===== src/rtl/instr_sequencer.sv =====
// Program store and playback engine: loads an instruction program over AXI-Stream,
// then replays it iter_count times back-to-back toward the experiment FSM.
module instr_sequencer #(
    parameter int INSTR_W      = 16,
    parameter int PROG_DEPTH   = 256,
    parameter int ADDR_W       = $clog2(PROG_DEPTH),
    parameter int DONE_TIMEOUT = 1024
) (
    input  logic               clk,
    input  logic               rst,
    input  logic [INSTR_W-1:0] load_axis_tdata,
    input  logic               load_axis_tvalid,
    output logic               load_axis_tready,
    input  logic               load_axis_tlast,
    input  logic               clear,
    input  logic               start,
    input  logic               abort,
    input  logic [15:0]        iter_count,
    output logic [INSTR_W-1:0] instr_axis_tdata,
    output logic               instr_axis_tvalid,
    input  logic               instr_axis_tready,
    output logic               run_trig,
    input  logic               run_done,
    output logic               busy,
    output logic               done,
    output logic [ADDR_W:0]    prog_len,
    output logic [15:0]        iter_done,
    output logic               err_trunc,
    output logic               err_timeout,
    output logic               aborted
);

    localparam int TO_W = $clog2(DONE_TIMEOUT + 1);

    typedef enum logic [1:0] {IDLE, ISSUE, DRAIN} state_t;

    state_t             state;
    logic [INSTR_W-1:0] mem [PROG_DEPTH];
    logic [ADDR_W-1:0]  wr_ptr;
    logic [ADDR_W-1:0]  rd_ptr;
    logic [ADDR_W-1:0]  rd_nxt;
    logic               prog_valid;
    logic               locked;
    logic               start_q;
    logic               start_rise;
    logic [15:0]        count_q;
    logic [TO_W-1:0]    to_cnt;
    logic               load_accept;
    logic               last_word;

    assign load_axis_tready = (state == IDLE) && !locked && !start && !rst;
    assign load_accept      = load_axis_tready && load_axis_tvalid;
    assign start_rise       = start && !start_q;
    assign rd_nxt           = rd_ptr + ADDR_W'(1);
    assign last_word        = ({1'b0, rd_ptr} == (prog_len - (ADDR_W+1)'(1)));

    // Program store has no reset; prog_valid/prog_len gate every use of it.
    always_ff @(posedge clk) begin
        if (load_accept)
            mem[wr_ptr] <= load_axis_tdata;
    end

    always_ff @(posedge clk or posedge rst) begin
        if (rst) begin
            state             <= IDLE;
            wr_ptr            <= '0;
            rd_ptr            <= '0;
            prog_valid        <= 1'b0;
            locked            <= 1'b0;
            start_q           <= 1'b0;
            count_q           <= '0;
            to_cnt            <= '0;
            instr_axis_tdata  <= '0;
            instr_axis_tvalid <= 1'b0;
            run_trig          <= 1'b0;
            busy              <= 1'b0;
            done              <= 1'b0;
            prog_len          <= '0;
            iter_done         <= '0;
            err_trunc         <= 1'b0;
            err_timeout       <= 1'b0;
            aborted           <= 1'b0;
        end else begin
            start_q <= start;
            done    <= 1'b0;
            case (state)
                IDLE: begin
                    if (start_rise) begin
                        if (prog_valid && iter_count != 16'd0) begin
                            count_q           <= iter_count;
                            iter_done         <= '0;
                            aborted           <= 1'b0;
                            rd_ptr            <= '0;
                            run_trig          <= 1'b1;
                            busy              <= 1'b1;
                            instr_axis_tvalid <= 1'b1;
                            instr_axis_tdata  <= mem[0];
                            state             <= ISSUE;
                        end else begin
                            done <= 1'b1;
                        end
                    end else if (clear) begin
                        wr_ptr     <= '0;
                        prog_len   <= '0;
                        prog_valid <= 1'b0;
                        locked     <= 1'b0;
                        err_trunc  <= 1'b0;
                    end else if (load_accept) begin
                        wr_ptr     <= wr_ptr + ADDR_W'(1);
                        prog_valid <= 1'b0;
                        if (load_axis_tlast || wr_ptr == ADDR_W'(PROG_DEPTH - 1)) begin
                            prog_len   <= {1'b0, wr_ptr} + (ADDR_W+1)'(1);
                            prog_valid <= 1'b1;
                            wr_ptr     <= '0;
                            if (!load_axis_tlast) begin
                                err_trunc <= 1'b1;
                                locked    <= 1'b1;
                            end
                        end
                    end
                end

                ISSUE: begin
                    if (abort) begin
                        instr_axis_tvalid <= 1'b0;
                        run_trig          <= 1'b0;
                        busy              <= 1'b0;
                        aborted           <= 1'b1;
                        done              <= 1'b1;
                        state             <= IDLE;
                    end else if (instr_axis_tvalid && instr_axis_tready) begin
                        if (last_word) begin
                            iter_done <= iter_done + 16'd1;
                            rd_ptr    <= '0;
                            if (iter_done + 16'd1 == count_q) begin
                                instr_axis_tvalid <= 1'b0;
                                to_cnt            <= '0;
                                state             <= DRAIN;
                            end else begin
                                instr_axis_tdata <= mem[0];
                            end
                        end else begin
                            rd_ptr           <= rd_nxt;
                            instr_axis_tdata <= mem[rd_nxt];
                        end
                    end
                end

                DRAIN: begin
                    if (abort) begin
                        run_trig <= 1'b0;
                        busy     <= 1'b0;
                        aborted  <= 1'b1;
                        done     <= 1'b1;
                        state    <= IDLE;
                    end else if (run_done || to_cnt == TO_W'(DONE_TIMEOUT - 1)) begin
                        run_trig <= 1'b0;
                        busy     <= 1'b0;
                        done     <= 1'b1;
                        state    <= IDLE;
                        if (!run_done)
                            err_timeout <= 1'b1;
                    end else begin
                        to_cnt <= to_cnt + TO_W'(1);
                    end
                end

                default: state <= IDLE;
            endcase
        end
    end

endmodule


===== config.mk =====
export PLATFORM = sky130hd
export DESIGN_NAME = instr_sequencer
export DESIGN_NICKNAME = d
export VERILOG_FILES = /design/src/rtl/instr_sequencer.sv
export SDC_FILE = /design/constraint.sdc
export NUM_CORES = 2
export LEC_CHECK = 0
export CORE_MARGIN = 3
export CORE_UTILIZATION = 40
export DETAILED_ROUTE_END_ITERATION = 12
export SLEW_MARGIN = 20
export SYNTH_ARGS = -nofsm -noshare
export SYNTH_HDL_FRONTEND = slang
export SYNTH_SLANG_ARGS = --single-unit

===== constraint.sdc =====
create_clock -name clk -period 4.56 [get_ports clk]
set_input_delay 1.14 -clock clk [delete_from_list [all_inputs] [get_ports clk]]
set_output_delay 1.14 -clock clk [all_outputs]
set_load 0.01 [all_outputs]

==> metrics.md <==
| Metric | Value |
|---|---|
| Final Max Tran Viols | 0 |
| Syn_area_per_cell | 21.9 um^2 |
| Kind of critical path | reg -> reg |
| Pre-CTS setup slack | -0.0255 ns |
| Via density | 5.85 |
| Startpoint Class | flip-flop |
| Worst Clk Skew | 0.0591 ns |
| Most common cell in the netlist | edfxtp_1 |
| CTS buffer count | 420 |
| Post-synth top cells | edfxtp_1, mux4_2, a22oi_1 |
| Die width | 639 um |
| Max IR drop VDD | 0.546 mV |
| Routed len/inst | 31.6 um |
| Synth area leader | edfxtp_1 |
| Pwr Total | 106 mW |
| Clk_lat worst skew | 0.97 ns |
| Hold_sp | err_timeout |
| Core area | 397000 um^2 |
| Worst slew pin tran | 1.23 ns |
| Starting density of the core | 40.3% |
| Gr usage total | 20.9% |
| Top delay family on crit path | compound AO/OA/AOI/OAI gates |
| Layout cells sized above 1 | 28.4% |
| Post-Syn Area | 160000 um^2 |
| Die area | 408000 um^2 |
| Achievable Freq | 225 MHz |
| Asr flop ratio synth | 2.24% |
| RSZ-0062 raised after global routing | no |
| Core Rows | 231 |
| Initial antenna violation count | 30 |
| Post-CTS Repair Setup Buffers | 0 |
| Hold/Removal Path Class | reg -> reg |
| Largest cells by area after synthesis | edfxtp_1, mux4_2, a22oi_1, dfrtp_1, clkbuf_1 |
| First-pass GRT wire length | 610 mm |
| Number of synthesized register bits | 4190 |
| # hold bufs at CTS | 0 |
| I/O Buffers | 89 |
| ANT nets after route | 0 |
| Crit path max fanout | 53 |
| WP data required | 5.41 ns |
| RR Startpoint | rd_ptr[0] |
| PwrDens | 569 nW/um^2 |
| Final setup fails | 0 |
| Vias | 79700 |
| Clk buf depth | 4 |
| Arr. time, crit path | 5.29 ns |
| DP Wirelength | 263 mm |
| Clk sinks | 4190 |
| Die Ht | 639 um |
| Drt drc | 0 |
| Synth top area share | 76.8% |
| Yosys warns | 0 |
| Mapped Nets | 7372 |
| Routed WL | 430 mm |
| Worst Setup SP | rd_ptr[0] |
| Post-Route Setup TNS | 0 ns |
| LEAKAGE | 57.6 nW |
| Max_cap viols | 0 |
| Largest net degree at the start of global routing | 114 |
| Buf+Inv Stages, Crit Path | 2 |
| Final cycle utilization of the critical path | 97.4% |
| CTS Root Cell | clkbuf_16 |
| Util after Layout | 46.9% |
| I/O pin count | 90 |
| Hold Vio Cnt, Final | 0 |
| EDFF count, synth | 4096 |
| Clk pin slew, worst setup/hold paths | 0.06 ns |
| Setup WS post-layout | 0.120 ns |
| Post-synth top flop | edfxtp_1 |
| CP endpoint kind | flip-flop |
| Post-Syn Instances | 7318 |
| Register area share after synthesis | 78.3% |
| Slew headroom | 17.7% |
| Yosys cell types | 66 |
| Final worst path period need | 4.44 ns |
| Grt ovf | 0 |
| Layout net count | 8080 |
| Run status | finished, final reports clean |
| CTS tree | yes |
| Layout area overhead | 16.4% |
| First-pass DRT Iterations | 8 |
| RePlAce Congestion | 0.869 |
| Cell Chain, Critical Path | ha_4 > buf_12 > buf_4 > mux4_2 > a22oi_1 > a21oi_1 > a2111oi_1 > nand4_1 > nor2_1 > o21ai_0 |
| H-tree depth | 5 |
| DR iter-0 viols | 10900 |
| Crit-path max cell delay | 0.84 ns |
| Crit path max-delay cell type | a2111oi_1 |
| Vias in the first global route | 79600 |
## power by group
part	leakage, nW	internal [mW]	switching [mW]
registers	38.0	42.5	0.385
clock network	6.61	19.5	14.5
logic	12.9	12.2	17.0
## cell families (layout without fill, tap and decap cells)
| kind of cell | Yosys count | count (layout) | synth area share, % |
|---|---|---|---|
| AO/OA/AOI/OAI | 946 | 946 | 4.07 |
| XOR/XNOR | 41 | 41 | 0.224 |
| adder cells (fa/ha/maj) | 13 | 13 | 0.102 |
| buffers and inverters | 457 | 1512 | 1.10 |
| flip-flops | 4190 | 4190 | 78.3 |
| multiplexers | 1041 | 1041 | 14.5 |
| other | 0 | 16 | 0 |
| AND/OR/NAND/NOR | 630 | 630 | 1.72 |
## registers in the layout, summed over array words and instances, names as in the netlist
register	flops
aborted	1
busy	1
count_q	16
done	1
err_timeout	1
instr_axis_tdata	16
instr_axis_tvalid	1
iter_done	16
locked	1
mem	4096
prog_len	9
prog_valid	1
rd_ptr	8
start_q	1
state	2
to_cnt	11
wr_ptr	8
## routing by layer
metal	share of wire, %	vias to the layer above	track usage [%]
met5	0.017	-	0
met4	2.8	12	5.81
met3	8.8	578	3.60
met2	48	3811	33.0
met1	41	42700	30.0
li1	-	32600	-
## path summary, 6_finish.rpt
path                            slack, ns             endpoint  depth (start not counted)
worst min register to register       0.46          err_timeout                          1
min in group asynchronous            0.70              start_q                          2
worst max-delay path                 0.12  instr_axis_tdata[3]                         10
worst max register to register       0.12  instr_axis_tdata[3]                         10
worst min-delay path                 0.46          err_timeout                          1
max in group asynchronous            2.98          count_q[14]                          3
## cell type report
type	count	area, um^2
Clock buffer	503	11000
Timing Repair Buffer	727	7250
Fill cell	32200	211000
Multi-Input combinational cell	2671	33600
Sequential cell	4190	125000
Antenna cell	16	40.0
Inverter	16	62.6
Tap cell	5242	6560
Clock inverter	266	2580
## cells in the final DEF, fill, tap and decap left out, drive strengths merged, types with 33 or more instances in the layout
master and instances:
a2111oi 63, nand2 162, o21ai 95, nor2 313, bufinv 42, clkinv 201
dfrtp 94, mux4 1024, a21boi 33, a21oi 183, buf 654, edfxtp 4096
clkbuf 503, clkdlybuf4s50 73, a22oi 505
## metrics by stage
step | std cells | hold slack [ns] | area [um^2]
final | 13600 | 0.458 | 186000
after global routing | 13600 | 0.483 | 186000
after CTS | 13600 | 0.463 | 186000
after detailed placement | 12800 | 0.451 | 173000
after global placement | 12800 | 0.445 | 173000
after floorplan | 7318 | 0.445 | 160000
## what timing repair did
action                                  CTS  global route
gates resized for setup                   1             5
cloned                                    0             0
endpoints found under the setup margin    1             5
Note: power is estimated with default switching activity, not from simulation.
